**config.mk**
```make
export PLATFORM = sky130hd
export DESIGN_NAME = ssd_message_scroller
export DESIGN_NICKNAME = d
export VERILOG_FILES = /design/src/rtl/ssd_pkg.sv /design/src/rtl/ssd_char_decoder.sv /design/src/rtl/ssd_message_scroller.sv
export SDC_FILE = /design/constraint.sdc
export NUM_CORES = 1
export LEC_CHECK = 0
export ABC_AREA = 1
export BUFFER_PORTS_ARGS = -buffer_cell sky130_fd_sc_hd__buf_4
export CORE_MARGIN = 2
export CORE_UTILIZATION = 55
export CTS_BUF_LIST = sky130_fd_sc_hd__clkbuf_4 sky130_fd_sc_hd__clkbuf_8
export CTS_CLUSTER_SIZE = 24
export DETAILED_ROUTE_END_ITERATION = 10
export GPL_TIMING_DRIVEN = 0
export PLACE_DENSITY_LB_ADDON = 0.05
export SYNTH_ARGS = -nofsm -noshare
export SYNTH_HDL_FRONTEND = slang
export SYNTH_SLANG_ARGS = --single-unit
```
**constraint.sdc**
```tcl
create_clock -name clk -period 5 [get_ports clk]
set_clock_uncertainty 0.05 [all_clocks]
set_input_delay 0.75 -clock clk [delete_from_list [all_inputs] [get_ports clk]]
set_output_delay 0.75 -clock clk [all_outputs]
set_load 0.05 [all_outputs]
```
**src/rtl/ssd_pkg.sv**
```systemverilog
// Character codes, segment table, default message image and FSM states
// shared by the seven-segment message scroller and its character decoder.
package ssd_pkg;

    typedef logic [4:0] char_t;
    typedef logic [6:0] seg_t;

    localparam char_t CH_BLANK = 5'h00;
    localparam char_t CH_0     = 5'h01;
    localparam char_t CH_9     = 5'h0A;
    localparam char_t CH_H     = 5'h0B;
    localparam char_t CH_E     = 5'h0C;
    localparam char_t CH_L     = 5'h0D;
    localparam char_t CH_O     = 5'h0E;
    localparam char_t CH_D     = 5'h0F;
    localparam char_t CH_R     = 5'h10;
    localparam char_t CH_WL    = 5'h11;
    localparam char_t CH_WR    = 5'h12;
    localparam char_t CH_A     = 5'h13;
    localparam char_t CH_B     = 5'h14;
    localparam char_t CH_C     = 5'h15;
    localparam char_t CH_F     = 5'h16;
    localparam char_t CH_P     = 5'h17;
    localparam char_t CH_U     = 5'h18;
    localparam char_t CH_DASH  = 5'h19;

    localparam seg_t SEG_BLANK = 7'b1111111;

    // Indexed by char_t; bit 6 = a ... bit 0 = g, active-low. Codes 0x1A-0x1F are undefined.
    localparam seg_t SEG_TABLE [32] = '{
        7'b1111111, 7'b0000001, 7'b1001111, 7'b0010010,   // blank 0 1 2
        7'b0000110, 7'b1001100, 7'b0100100, 7'b0100000,   // 3 4 5 6
        7'b0001111, 7'b0000000, 7'b0000100, 7'b1001000,   // 7 8 9 H
        7'b0110000, 7'b1110001, 7'b0000001, 7'b1000010,   // E L O d
        7'b1111010, 7'b1100001, 7'b1000011, 7'b0001000,   // r WL WR A
        7'b1100000, 7'b0110001, 7'b0111000, 7'b0011000,   // b C F P
        7'b1000001, 7'b1111110, 7'b1111111, 7'b1111111,   // U dash
        7'b1111111, 7'b1111111, 7'b1111111, 7'b1111111
    };

    localparam int DEFAULT_LEN = 12;
    localparam char_t DEFAULT_MSG [DEFAULT_LEN] = '{
        CH_H, CH_E, CH_L, CH_L, CH_O, CH_BLANK, CH_WL, CH_WR, CH_O, CH_R, CH_L, CH_D
    };

    typedef enum logic [1:0] {ST_RUN, ST_DWELL, ST_PAUSE} state_t;

    function automatic seg_t char_to_seg(input char_t c);
        return SEG_TABLE[c];
    endfunction

    function automatic char_t default_char(input int idx);
        if (idx < DEFAULT_LEN) return DEFAULT_MSG[idx];
        return CH_BLANK;
    endfunction

endpackage

```
**src/rtl/ssd_char_decoder.sv**
```systemverilog
// Maps a character code to its active-low a..g segment pattern; undefined codes are blank.
// Latency: purely combinational.
// Backpressure: none.
module ssd_char_decoder
    import ssd_pkg::*;
(
    input  char_t ch,
    output seg_t  seg
);
    assign seg = char_to_seg(ch);
endmodule

```
**src/rtl/ssd_message_scroller.sv**
```systemverilog
// Shows a NUM_DIGITS window of a writable message buffer, stepping by scroll or page; SSD_BLINK_EN blinks digits while paused.
// Latency: pos/step one edge after a tick; seg_out one edge after any pos or buffer change.
// Backpressure: none; pause freezes stepping, writes are always accepted.
module ssd_message_scroller
    import ssd_pkg::*;
#(
    parameter int NUM_DIGITS  = 6,
    parameter int MSG_LEN     = 16,
    parameter int TICK_DIV    = 50_000_000,
    parameter int DWELL_TICKS = 2
) (
    input  logic                       clk,
    input  logic                       rst_n,
    input  logic                       mode,
    input  logic                       pause,
    input  logic                       wr_en,
    input  logic [$clog2(MSG_LEN)-1:0] wr_addr,
    input  logic [4:0]                 wr_char,
    output logic [7*NUM_DIGITS-1:0]    seg_out,
    output logic [$clog2(MSG_LEN)-1:0] pos,
    output logic                       step
);
    localparam int AW  = $clog2(MSG_LEN);
    localparam int CW  = $clog2(TICK_DIV);
    localparam int DWW = (DWELL_TICKS > 1) ? $clog2(DWELL_TICKS) : 1;
    localparam logic [CW-1:0] CNT_LAST = CW'(TICK_DIV - 1);

    char_t                   msg_q [MSG_LEN];
    state_t                  state_q, state_nxt;
    logic [AW-1:0]           pos_q, pos_nxt, adv_pos;
    logic [CW-1:0]           cnt_q, cnt_nxt, cnt_inc;
    logic [DWW-1:0]          dwell_q, dwell_nxt;
    logic                    step_q, step_nxt, tick;
    logic                    mode_q, mode_seen_q, mode_chg, blank_now;
    logic [7*NUM_DIGITS-1:0] seg_q;
    char_t                   dig_ch  [NUM_DIGITS];
    seg_t                    dig_seg [NUM_DIGITS];

    assign cnt_inc  = (cnt_q == CNT_LAST) ? '0 : cnt_q + CW'(1);
    assign tick     = (cnt_q == CNT_LAST) && (state_q != ST_PAUSE);
    // mode_seen_q stops the first cycle after reset from looking like a mode change
    assign mode_chg = mode_seen_q && (mode != mode_q);

    always_comb begin
        adv_pos = '0;
        if (mode) adv_pos = (int'(pos_q) + 1 >= MSG_LEN) ? '0 : pos_q + AW'(1);
        else      adv_pos = (int'(pos_q) + NUM_DIGITS >= MSG_LEN) ? '0 : AW'(int'(pos_q) + NUM_DIGITS);
    end

    always_comb begin
        state_nxt = state_q;
        pos_nxt   = pos_q;
        dwell_nxt = dwell_q;
        step_nxt  = 1'b0;
        cnt_nxt   = cnt_inc;
        case (state_q)
            ST_RUN: if (tick) begin
                pos_nxt  = adv_pos;
                step_nxt = (adv_pos != pos_q);
                if (adv_pos == '0 && DWELL_TICKS > 0) begin
                    state_nxt = ST_DWELL;
                    dwell_nxt = '0;
                end
            end
            ST_DWELL: if (tick) begin
                if (int'(dwell_q) >= DWELL_TICKS - 1) state_nxt = ST_RUN;
                else                                  dwell_nxt = dwell_q + DWW'(1);
            end
            ST_PAUSE: begin
                if (!pause) state_nxt = ST_RUN;
`ifdef SSD_BLINK_EN
                if (!pause) cnt_nxt = '0;
`else
                cnt_nxt = cnt_q;
`endif
            end
            default: state_nxt = ST_RUN;
        endcase
        if (pause) state_nxt = ST_PAUSE;
        if (mode_chg) begin
            state_nxt = ST_RUN;
            pos_nxt   = '0;
            cnt_nxt   = '0;
            dwell_nxt = '0;
            step_nxt  = 1'b0;
        end
    end

    always_ff @(posedge clk or negedge rst_n) begin
        if (!rst_n) begin
            state_q     <= ST_RUN;
            pos_q       <= '0;
            cnt_q       <= '0;
            dwell_q     <= '0;
            step_q      <= 1'b0;
            mode_q      <= 1'b0;
            mode_seen_q <= 1'b0;
        end else begin
            state_q     <= state_nxt;
            pos_q       <= pos_nxt;
            cnt_q       <= cnt_nxt;
            dwell_q     <= dwell_nxt;
            step_q      <= step_nxt;
            mode_q      <= mode;
            mode_seen_q <= 1'b1;
        end
    end

    always_ff @(posedge clk or negedge rst_n) begin
        if (!rst_n) begin
            for (int i = 0; i < MSG_LEN; i++) msg_q[i] <= default_char(i);
        end else if (wr_en && int'(wr_addr) < MSG_LEN) begin
            msg_q[wr_addr] <= wr_char;
        end
    end

    // Scroll wraps past the buffer end; page shows blanks there instead
    for (genvar k = 0; k < NUM_DIGITS; k++) begin : g_digit
        logic [AW:0]   raw;
        logic [AW-1:0] idx;
        assign raw       = {1'b0, pos_q} + (AW+1)'(k);
        assign idx       = (raw >= (AW+1)'(MSG_LEN)) ? AW'(raw - (AW+1)'(MSG_LEN)) : raw[AW-1:0];
        assign dig_ch[k] = (mode || raw < (AW+1)'(MSG_LEN)) ? msg_q[idx] : CH_BLANK;
        ssd_char_decoder u_dec (.ch(dig_ch[k]), .seg(dig_seg[k]));
    end

`ifdef SSD_BLINK_EN
    logic blink_q;
    always_ff @(posedge clk or negedge rst_n) begin
        if (!rst_n)                                             blink_q <= 1'b0;
        else if (state_nxt != ST_PAUSE)                         blink_q <= 1'b0;
        else if (state_q == ST_PAUSE && cnt_q == CNT_LAST)      blink_q <= ~blink_q;
    end
    assign blank_now = blink_q && (state_nxt == ST_PAUSE);
`else
    assign blank_now = 1'b0;
`endif

    always_ff @(posedge clk or negedge rst_n) begin
        if (!rst_n) begin
            for (int k = 0; k < NUM_DIGITS; k++) seg_q[7*k +: 7] <= char_to_seg(default_char(k));
        end else begin
            for (int k = 0; k < NUM_DIGITS; k++) seg_q[7*k +: 7] <= blank_now ? SEG_BLANK : dig_seg[k];
        end
    end

    assign seg_out = seg_q;
    assign pos     = pos_q;
    assign step    = step_q;

endmodule

```
==> results.ini <==
[floorplanning]
core-area_sq_um=22000
num_io_pins=61
start_util_pct=56.3
die-area_sq_um=23700
die_w_microns=154
die_y_microns=154
rows=54

[synth]
synth_simple_gate_area_share_pct=46.7
ys_ff_latch=158
synth_warnings=0
ys_types=48
synth_nets=1933
syn_inst=1874
synth_compound_area_share_pct=7.36
ys_seq_area_share_pct=32.5
yosys-mux-area-fraction_pct=0.182
synth_top_family_by_area=simple AND/OR/NAND/NOR gates
async_flop_share_pct=100
synth_adder_area_share_pct=4.56
synth_edf_count=0
synth_flop_cell=dfrtp_1
postSynthAreaPerCell_sq_um=6.59
synth_xor_area_share_pct=1.19
yosysTopAreaCell=dfrtp_1
yosysTopAreaCellShare_pct=22.1
syn_area_sq_um=12400
synth_area_leaders=dfrtp_1 (22%), nand2_1 (19%), nand3_1 (17%)

[setup_path]
arrival_ns=4.32
slowest_delay_ns=0.57
cp_cell_sequence=inv_2, clkbuf_1, ha_1, inv_1, clkbuf_1, nand3_1, nand2_1, nand2_1, nand2_1, nand2_1, ha_1, nand2_1, nand2_1, nand2_1, nand2_1, nand2_1, nand2_1
cp_slowest_cell=dfrtp_1
crit_path_start_kind=flop
path_class=flop to flop
worst_path_most_repeated_cell=nand2_1
endpoint_kind=flop
worstPathRequired_ns=5.31
crit_fanout=12

[layout]
final_nets=2012
final_cells=2246
layout_common_cells=nand2_1 (641), nand3_1 (411), nor2_1 (133), dfrtp_1 (109), inv_1 (95)
diodes=0
layout_commonest_cell=nand2_1
final_layout_size_suffix_gt1_share_pct=14.4
area_delta_synth_final_pct=10.1

[grt]
grt_pass1_vias=11800
track_usage_pct=34.4
grt_overflow_total=0
grt_pass1_wl_microns=63700
grt_antenna_before_repair=0
grt_max_degree=99

[routing]
via_count=13000
drt-total-wl_microns=40500
drc=0
dr.first_iter.drc_count=1259
dr.pass1.iters=6
wl_per_cell_microns=18.0
via_per_inst=5.79
antenna_left=0

[timing]
setup_violations=0
layout_setup_ws_ns=0.987
post-route-min-period_ns=4.01
rsz0062_at_grt=no
whs_ns=0.159
slew_violations=0
fmax_ghz=0.249
setup_tns_ns=0
worst_pin_slew_ns=0.782
maxSlewHeadroom_pct=47.7
hold_viol_final=0
finalCritPeriodShare_pct=80.3

[clock_network]
clk_pin_slew_ns=0.10
cts_tree=built
hold_buffers=0
clock_latency_ns=0.49
ctsHtreeMaxLevel=4
root_buffer=clkbuf_8
cts-resized-gates=0
clkSinkCount=158
post-cts-setup-buffers=0
clock_path_buffers=2
cts_buffers=17

[place]
dp_hpwl_microns=31500
place_congestion=1.09
io_buffers=59
dp_cells=2214
place_ws_ns=1.13

[hold_path]
holdCritPathClass=input port to asynchronous set/reset pin

[flow_run]
drv_cap=0

[status]
status=finished, final reports clean

==> cells in the mapped netlist (all sizes together) (3+ instances only) <==
| cell type | count |
|---|---|
| inv | 124 |
| dfrtp | 109 |
| o21ai | 89 |
| a21oi | 66 |
| nand3 | 431 |
| dfstp | 49 |
| nand4 | 17 |
| xor2 | 12 |
| nor2 | 152 |
| xnor2 | 3 |
| clkbuf | 15 |
| o211ai | 6 |
| nand3b | 3 |
| o22ai | 3 |
| nor3 | 25 |
| buf | 51 |
| ha | 45 |
| nand2 | 659 |
==> sequential cells by signal, indices dropped and copies added, names as in the netlist, 2 cells and up <==
register / cells
msg_q: 80
seg_out: 42
cnt_q: 26
pos: 4
state_q: 2
==> cell families (layout without fill, tap and decap cells) <==
| family | count (synthesis) | count (layout) |
|---|---|---|
| other | 1 | 1 |
| buffers and inverters | 192 | 284 |
| adders and majority gates | 45 | 45 |
| AOI/OAI and AO/OA | 169 | 169 |
| DFF | 158 | 158 |
| xor gates and xnor gates | 15 | 15 |
| muxes | 1 | 1 |
| and+or+nand+nor | 1293 | 1293 |
==> through the flow <==
step	cell area [sq um]	util (%)
final	13600	62.0
after global routing	13600	62.0
after CTS	13600	62.0
after detailed placement	13200	60.0
after global placement	13100	59.9
after floorplan	12400	-
==> per-layer routing <==
layer	track usage, %	share of wire [%]	up-vias
li1	-	-	6344
met1	47.7	44	5880
met2	51.4	42	686
met3	8.46	10	87
met4	14.8	4.7	0
met5	0	0	-
==> layout make-up <==
type | instances | area (sq um)
flip-flops and latches | 158 | 4020
multi-input cells | 1524 | 7410
inverters | 126 | 485
clock buffers | 17 | 234
clock inverters | 15 | 195
repair buffers | 60 | 474
plain buffers | 66 | 440
well taps | 280 | 350
fillers | 2109 | 8350
==> worst max-delay path, delay by kind of cell, from the launching register on <==
family | cells | cell delay (ns)
buf+inv | 4 | 1.46
simple gates | 11 | 1.09
fa+ha+maj | 2 | 0.72
flops | 1 | 0.57
==> path summary, 6_finish.rpt <==
check                           slack, ns  startpoint  cells past startpoint           to
worst max-delay path                 0.99      pos[2]                     17  seg_out[15]
worst min-delay path                 0.16       rst_n                      1  seg_out[33]
worst max register to register       0.99      pos[2]                     17  seg_out[15]
worst min register to register       0.45     dwell_q                      2      dwell_q
max in group asynchronous            3.82       rst_n                      2    msg_q[56]
min in group clk                     0.41        mode                      1       mode_q
Power is left out: the tool's default activity adds up to more than one toggle a clock period on the data nets, which glitch-free logic cannot reach.
